===== src/rtl/reg_csr_file.sv =====
// Register file plus machine CSR file: 32 GPRs, six machine CSRs, with trap capture into mepc/mcause.
// Optional mcycle/minstret counters are built when CSR_COUNTER_EN is defined.
`ifndef XLEN
`define XLEN 32
`endif
`ifndef CSR_number_WIDTH
`define CSR_number_WIDTH 12
`endif

module reg_csr_file (
  input  logic                         clk_i,
  input  logic                         rst_i,
  input  logic                         W_need_dstE_i,
  input  logic [4:0]                   W_dstE_i,
  input  logic [`XLEN-1:0]             W_data_i,
  input  logic                         W_need_CSR_i,
  input  logic [`CSR_number_WIDTH-1:0] W_csr_addr_i,
  input  logic [`XLEN-1:0]             W_csr_valE_i,
  input  logic                         W_retire_i,
  input  logic                         W_trap_i,
  input  logic [`XLEN-1:0]             W_trap_pc_i,
  input  logic [`XLEN-1:0]             W_trap_cause_i,
  input  logic [4:0]                   D_rs1_i,
  input  logic [4:0]                   D_rs2_i,
  input  logic [`CSR_number_WIDTH-1:0] D_csr_read_addr_i,
  output logic [`XLEN-1:0]             D_rs1_data_o,
  output logic [`XLEN-1:0]             D_rs2_data_o,
  output logic [`XLEN-1:0]             D_csr_data_o,
  output logic                         D_csr_illegal_o,
  output logic [`XLEN-1:0]             mtvec_o
);

  localparam int XL = `XLEN;
  localparam int CW = `CSR_number_WIDTH;

  localparam logic [CW-1:0] ADDR_MSTATUS  = CW'('h300);
  localparam logic [CW-1:0] ADDR_MTVEC    = CW'('h305);
  localparam logic [CW-1:0] ADDR_MSCRATCH = CW'('h340);
  localparam logic [CW-1:0] ADDR_MEPC     = CW'('h341);
  localparam logic [CW-1:0] ADDR_MCAUSE   = CW'('h342);
  localparam logic [CW-1:0] ADDR_MTVAL    = CW'('h343);
`ifdef CSR_COUNTER_EN
  localparam logic [CW-1:0] ADDR_MCYCLE   = CW'('hB00);
  localparam logic [CW-1:0] ADDR_MINSTRET = CW'('hB02);
`endif

  logic [XL-1:0] gpr_reg [32];
  logic [XL-1:0] mstatus_reg;
  logic [XL-1:0] mtvec_reg;
  logic [XL-1:0] mscratch_reg;
  logic [XL-1:0] mepc_reg;
  logic [XL-1:0] mcause_reg;
  logic [XL-1:0] mtval_reg;

  logic gpr_we;
  logic csr_we;

  // A committing trap squashes every architectural side effect of the same instruction.
  assign gpr_we = W_need_dstE_i && !W_trap_i && (W_dstE_i != 5'd0);
  assign csr_we = W_need_CSR_i && !W_trap_i;

  // Entry 0 is never written, so x0 stays zero after reset as well.
  always_ff @(posedge clk_i or posedge rst_i) begin
    if (rst_i) begin
      for (int i = 0; i < 32; i++) begin
        gpr_reg[i] <= '0;
      end
    end else if (gpr_we) begin
      gpr_reg[W_dstE_i] <= W_data_i;
    end
  end

  logic [4:0]    rd_idx  [2];
  logic [XL-1:0] rd_data [2];
  assign rd_idx[0] = D_rs1_i;
  assign rd_idx[1] = D_rs2_i;

  genvar gi;
  generate
    for (gi = 0; gi < 2; gi++) begin : g_gpr_rd
      assign rd_data[gi] = (rd_idx[gi] == 5'd0) ? '0 : gpr_reg[rd_idx[gi]];
    end
  endgenerate

  assign D_rs1_data_o = rd_data[0];
  assign D_rs2_data_o = rd_data[1];

  always_ff @(posedge clk_i or posedge rst_i) begin
    if (rst_i) begin
      mstatus_reg  <= '0;
      mtvec_reg    <= '0;
      mscratch_reg <= '0;
      mepc_reg     <= '0;
      mcause_reg   <= '0;
      mtval_reg    <= '0;
    end else if (W_trap_i) begin
      mepc_reg   <= {W_trap_pc_i[XL-1:2], 2'b00};
      mcause_reg <= W_trap_cause_i;
    end else if (csr_we) begin
      case (W_csr_addr_i)
        ADDR_MSTATUS:  mstatus_reg  <= W_csr_valE_i;
        ADDR_MTVEC:    mtvec_reg    <= {W_csr_valE_i[XL-1:2], 2'b00};
        ADDR_MSCRATCH: mscratch_reg <= W_csr_valE_i;
        ADDR_MEPC:     mepc_reg     <= {W_csr_valE_i[XL-1:2], 2'b00};
        ADDR_MCAUSE:   mcause_reg   <= W_csr_valE_i;
        ADDR_MTVAL:    mtval_reg    <= W_csr_valE_i;
        default: ;
      endcase
    end
  end

`ifdef CSR_COUNTER_EN
  logic [XL-1:0] mcycle_reg;
  logic [XL-1:0] minstret_reg;

  // A software write takes priority over the increment in the same cycle.
  always_ff @(posedge clk_i or posedge rst_i) begin
    if (rst_i) begin
      mcycle_reg   <= '0;
      minstret_reg <= '0;
    end else begin
      if (csr_we && (W_csr_addr_i == ADDR_MCYCLE)) begin
        mcycle_reg <= W_csr_valE_i;
      end else begin
        mcycle_reg <= mcycle_reg + 1'b1;
      end
      if (csr_we && (W_csr_addr_i == ADDR_MINSTRET)) begin
        minstret_reg <= W_csr_valE_i;
      end else if (W_retire_i && !W_trap_i) begin
        minstret_reg <= minstret_reg + 1'b1;
      end
    end
  end
`endif

  always_comb begin
    D_csr_data_o    = '0;
    D_csr_illegal_o = 1'b0;
    case (D_csr_read_addr_i)
      ADDR_MSTATUS:  D_csr_data_o = mstatus_reg;
      ADDR_MTVEC:    D_csr_data_o = mtvec_reg;
      ADDR_MSCRATCH: D_csr_data_o = mscratch_reg;
      ADDR_MEPC:     D_csr_data_o = mepc_reg;
      ADDR_MCAUSE:   D_csr_data_o = mcause_reg;
      ADDR_MTVAL:    D_csr_data_o = mtval_reg;
`ifdef CSR_COUNTER_EN
      ADDR_MCYCLE:   D_csr_data_o = mcycle_reg;
      ADDR_MINSTRET: D_csr_data_o = minstret_reg;
`endif
      default:       D_csr_illegal_o = 1'b1;
    endcase
  end

  assign mtvec_o = mtvec_reg;

endmodule


===== config.mk =====
export PLATFORM = sky130hd
export DESIGN_NAME = reg_csr_file
export DESIGN_NICKNAME = d
export VERILOG_FILES = /design/src/rtl/reg_csr_file.sv
export SDC_FILE = /design/constraint.sdc
export NUM_CORES = 2
export LEC_CHECK = 0
export BUFFER_PORTS_ARGS = -buffer_cell sky130_fd_sc_hd__buf_2
export CAP_MARGIN = 30
export CORE_MARGIN = 2
export CORE_UTILIZATION = 60
export CTS_CLUSTER_DIAMETER = 150
export DETAILED_ROUTE_END_ITERATION = 16
export PLACE_DENSITY_LB_ADDON = 0.2
export SLEW_MARGIN = 20
export SYNTH_ARGS = -nofsm -noshare
export SYNTH_HDL_FRONTEND = slang
export SYNTH_SLANG_ARGS = --single-unit

===== constraint.sdc =====
create_clock -name clk_i -period 44.3 [get_ports clk_i]
set_input_delay 2.215 -clock clk_i [delete_from_list [all_inputs] [get_ports clk_i]]
set_output_delay 2.215 -clock clk_i [all_outputs]
set_load 0.005 [all_outputs]

==> metrics <==
worst vdd ir around 39 uV; ANT nets after route 0; synthesized area per cell ~14 um^2; Cell variety after synth between 50 and 60; cell count after synthesis 4411; Starting Density about three fifths; RSZ-0062 raised after global routing false; final worst-path cycle share 21.6%; CTS clk-pin slew, worst paths 60 ps; endpoints failing setup 0; post-synthesis sequential area ratio between 40% and 50%; Primary FF master, synth dfrtp_1; flop2flop setup slack 43280 ps; gr usage total around 36%; type of the worst setup path in2out; asr flop ratio synth 100%; wl on met1 ~75000 um; Cell Rows between 100 and 150; Worst path slowest cell buf_4; worst rel slew slack roughly a quarter; DIE AREA 109000 um^2; io pins about 300; Setup crit start kind input pin; share of cells above drive strength 1 ~49%; WL/cell roughly 32 um; Max stage delay on crit path 820 ps; Fill cells approximately 7600; worst-path cell chain buf_8 -> buf_4 -> buf_4 -> buf_4 -> nor3_1 -> and2_2 -> buf_4 -> nor3_1 -> buf_2; CTS tree done; dpl cell area around 66000 um^2; area delta synth->final 10.9%; Synth area leaders dfrtp_1 (48%), mux2_2 (20%), mux4_2 (14%); status finished clean; Hold WS ~400 ps; CP endpoint D_rs1_data_o[18]; Core ar. between 100000 and 150000 um^2; chip height ~330 um; Reg2Reg Depth 2; # clock sinks 1212; Final Skew 0 ps; first-pass GRT wire length 284000 um; Final GP Congestion between 0.8 and 0.9; f_max approximately 100 MHz; cell taking the most area after synthesis dfrtp_1; Crit path depth 9; EDFF count, synth 0; die width 330 um; Reg2Reg Capture Point mcause_reg[9]$_DFFE_PP0P_; Final Net Count between 4000 and 5000; Clk Latency, worst-skew pair around 740 ps; CTS Root Cell clkbuf_16; yosys warns 0; Design Area, Final 70500 um^2; TritonRoute pass-1 iters 5; CTS Buffer Depth 3; delay-heaviest family, CP buffers and inverters; fin. max-slew vios 0; final routed DRC violation total 0; post_cts resized 0; largest net degree at the start of global routing between 150 and 200; Yosys reg bits 1212; DP Wirelength roughly 110000 um; Mapped Area ~64000 um^2; Yosys top cell area share 47.7%; Overflow after GRT 0; Worst setup EP type output port; CP Buf/Inv Count 6; Worst EP required between 40000 and 50000 ps; Max Fanout on Critical Path 54; WP data arrival around 7400 ps; DRT iter0 DRCs 4287; Setup TNS Final 0 ps; detailed-route via count ~42000; max FFs per register 1024; CTS H-Tree Depth 4; Most common cell on crit path buf_4; leakage power ~32 nW; hold-fix buffers at CTS 0; CP Launch Point D_rs1_i[0]; initial antenna violation count 20; number of global-route vias before repair approximately 43000; buffers added on ports about 300; Num CTS Buffers around 130; max_cap viols 0; metal3 WL around 20000 um; DR vias/cell 7.00; met2 WL approximately 87000 um; Hold Path Class reg2reg; Post-CTS Setup Bufs 0; PD cells around 40 nW/um^2; Final Hold Fails 0; Highest Signal Layer met5; reg2reg start mcause_reg[9]$_DFFE_PP0P_; Worst Tran Pin Value between 1000 and 1500 ps; post-layout util 67.0%; crit path time final between 9000 and 10000 ps; WL final roughly 190000 um
-- final cells by class --
type | instances | area [um^2] | share of cell area [%]
Multi-Input combinational cell | 2721 | 31400 | 44.5
Sequential cell | 1212 | 30300 | 43.0
Clock buffer | 204 | 4030 | 5.71
Timing Repair Buffer | 414 | 2680 | 3.80
Tap cell | 1391 | 1740 | 2.47
Clock inverter | 25 | 337 | 0.477
Inverter | 5 | 26.3 | 0.0373
Antenna cell | 6 | 15.0 | 0.0213
-- cell usage after synthesis (17+ instances only) --
master,count
dfrtp_1,1212
mux2_2,1147
mux4_2,406
mux2i_1,385
clkbuf_1,260
buf_2,105
nand2_1,97
a22oi_1,66
o22ai_1,64
nor2_1,62
a21oi_1,60
buf_1,59
a22o_1,56
o21ai_0,52
a2111oi_0,45
nor3_1,45
buf_4,34
nor2b_1,31
mux2_4,30
a211oi_1,25
nor4_1,24
a21boi_0,21
mux2_1,18
o221ai_1,17
-- per-stage QoR --
| stage | setup WS, ps | cells | total power, W |
|---|---|---|---|
| 5_1_grt | 34600 | 5975 | 0.00299 |
| 3_3_place_gp | 34990 | 5729 | 0.00176 |
| 6_report | 34740 | 5978 | 0.00289 |
| 3_5_place_dp | 34850 | 5737 | 0.00178 |
| 2_1_floorplan | 7940 | 4412 | 0.00165 |
| 4_1_cts | 34830 | 5966 | 0.00289 |
-- placed cells by master, fill, tap and decap left out, types with 25 or more instances in the layout --
cell and n:
a2111oi_0 45, a211oi_1 25, a21oi_1 60, a22o_1 56, a22oi_1 66, buf_2 290, buf_4 102, clkbuf_1 37
clkbuf_16 141, clkbuf_8 26, dfrtp_1 1212, mux2_2 1147, mux2_4 30, mux2i_1 385, mux4_2 406, nand2_1 80
nor2_1 42, nor2b_1 27, nor3_1 44, o21ai_0 52, o22ai_1 64
-- how the worst min path moves through the flow --
| stage | start | end | depth (start not counted) |
|---|---|---|---|
| floorplan | gpr_reg[1006]$_DFFE_PP0P_ | gpr_reg[1006]$_DFFE_PP0P_ | 1 |
| global placement | gpr_reg[1018]$_DFFE_PP0P_ | gpr_reg[1018]$_DFFE_PP0P_ | 0 |
| detailed placement | gpr_reg[1018]$_DFFE_PP0P_ | gpr_reg[1018]$_DFFE_PP0P_ | 0 |
| CTS | gpr_reg[1018]$_DFFE_PP0P_ | gpr_reg[1018]$_DFFE_PP0P_ | 0 |
| global route | gpr_reg[1007]$_DFFE_PP0P_ | gpr_reg[1007]$_DFFE_PP0P_ | 0 |
| finish | gpr_reg[1005]$_DFFE_PP0P_ | gpr_reg[1005]$_DFFE_PP0P_ | 0 |
-- worst reg2reg max path: cells and delay by family, from the launching register on --
kind,cells,cell delay [ps]
DFF,1,390
muxes,2,510
-- per-layer routing --
layer / global-route usage (%) / up-vias
li1: - / 17000
met1: 48.8 / 22200
met2: 54.5 / 2094
met3: 10.1 / 511
met4: 13.6 / 26
met5: 0 / -
-- where the power goes --
| group | internal [W] | switching [W] | total, W |
|---|---|---|---|
| logic | 0.000244 | 0.000196 | 0.000440 |
| registers | 0.00123 | 0.0000932 | 0.00133 |
| clock network | 0.000669 | 0.000451 | 0.00112 |
| total | 0.00215 | 0.000740 | 0.00289 |
-- kinds of logic after synthesis --
kind of cell / count (synthesis) / synth area share [%]
AOI/OAI and AO/OA: 439 / 4.86
other: 1 / 0.00590
muxes: 1986 / 41.8
buffers and inverters: 479 / 3.43
DFF: 1212 / 47.7
and+or+nand+nor: 294 / 2.25
No activity file was read; power rests on OpenSTA's default activity.
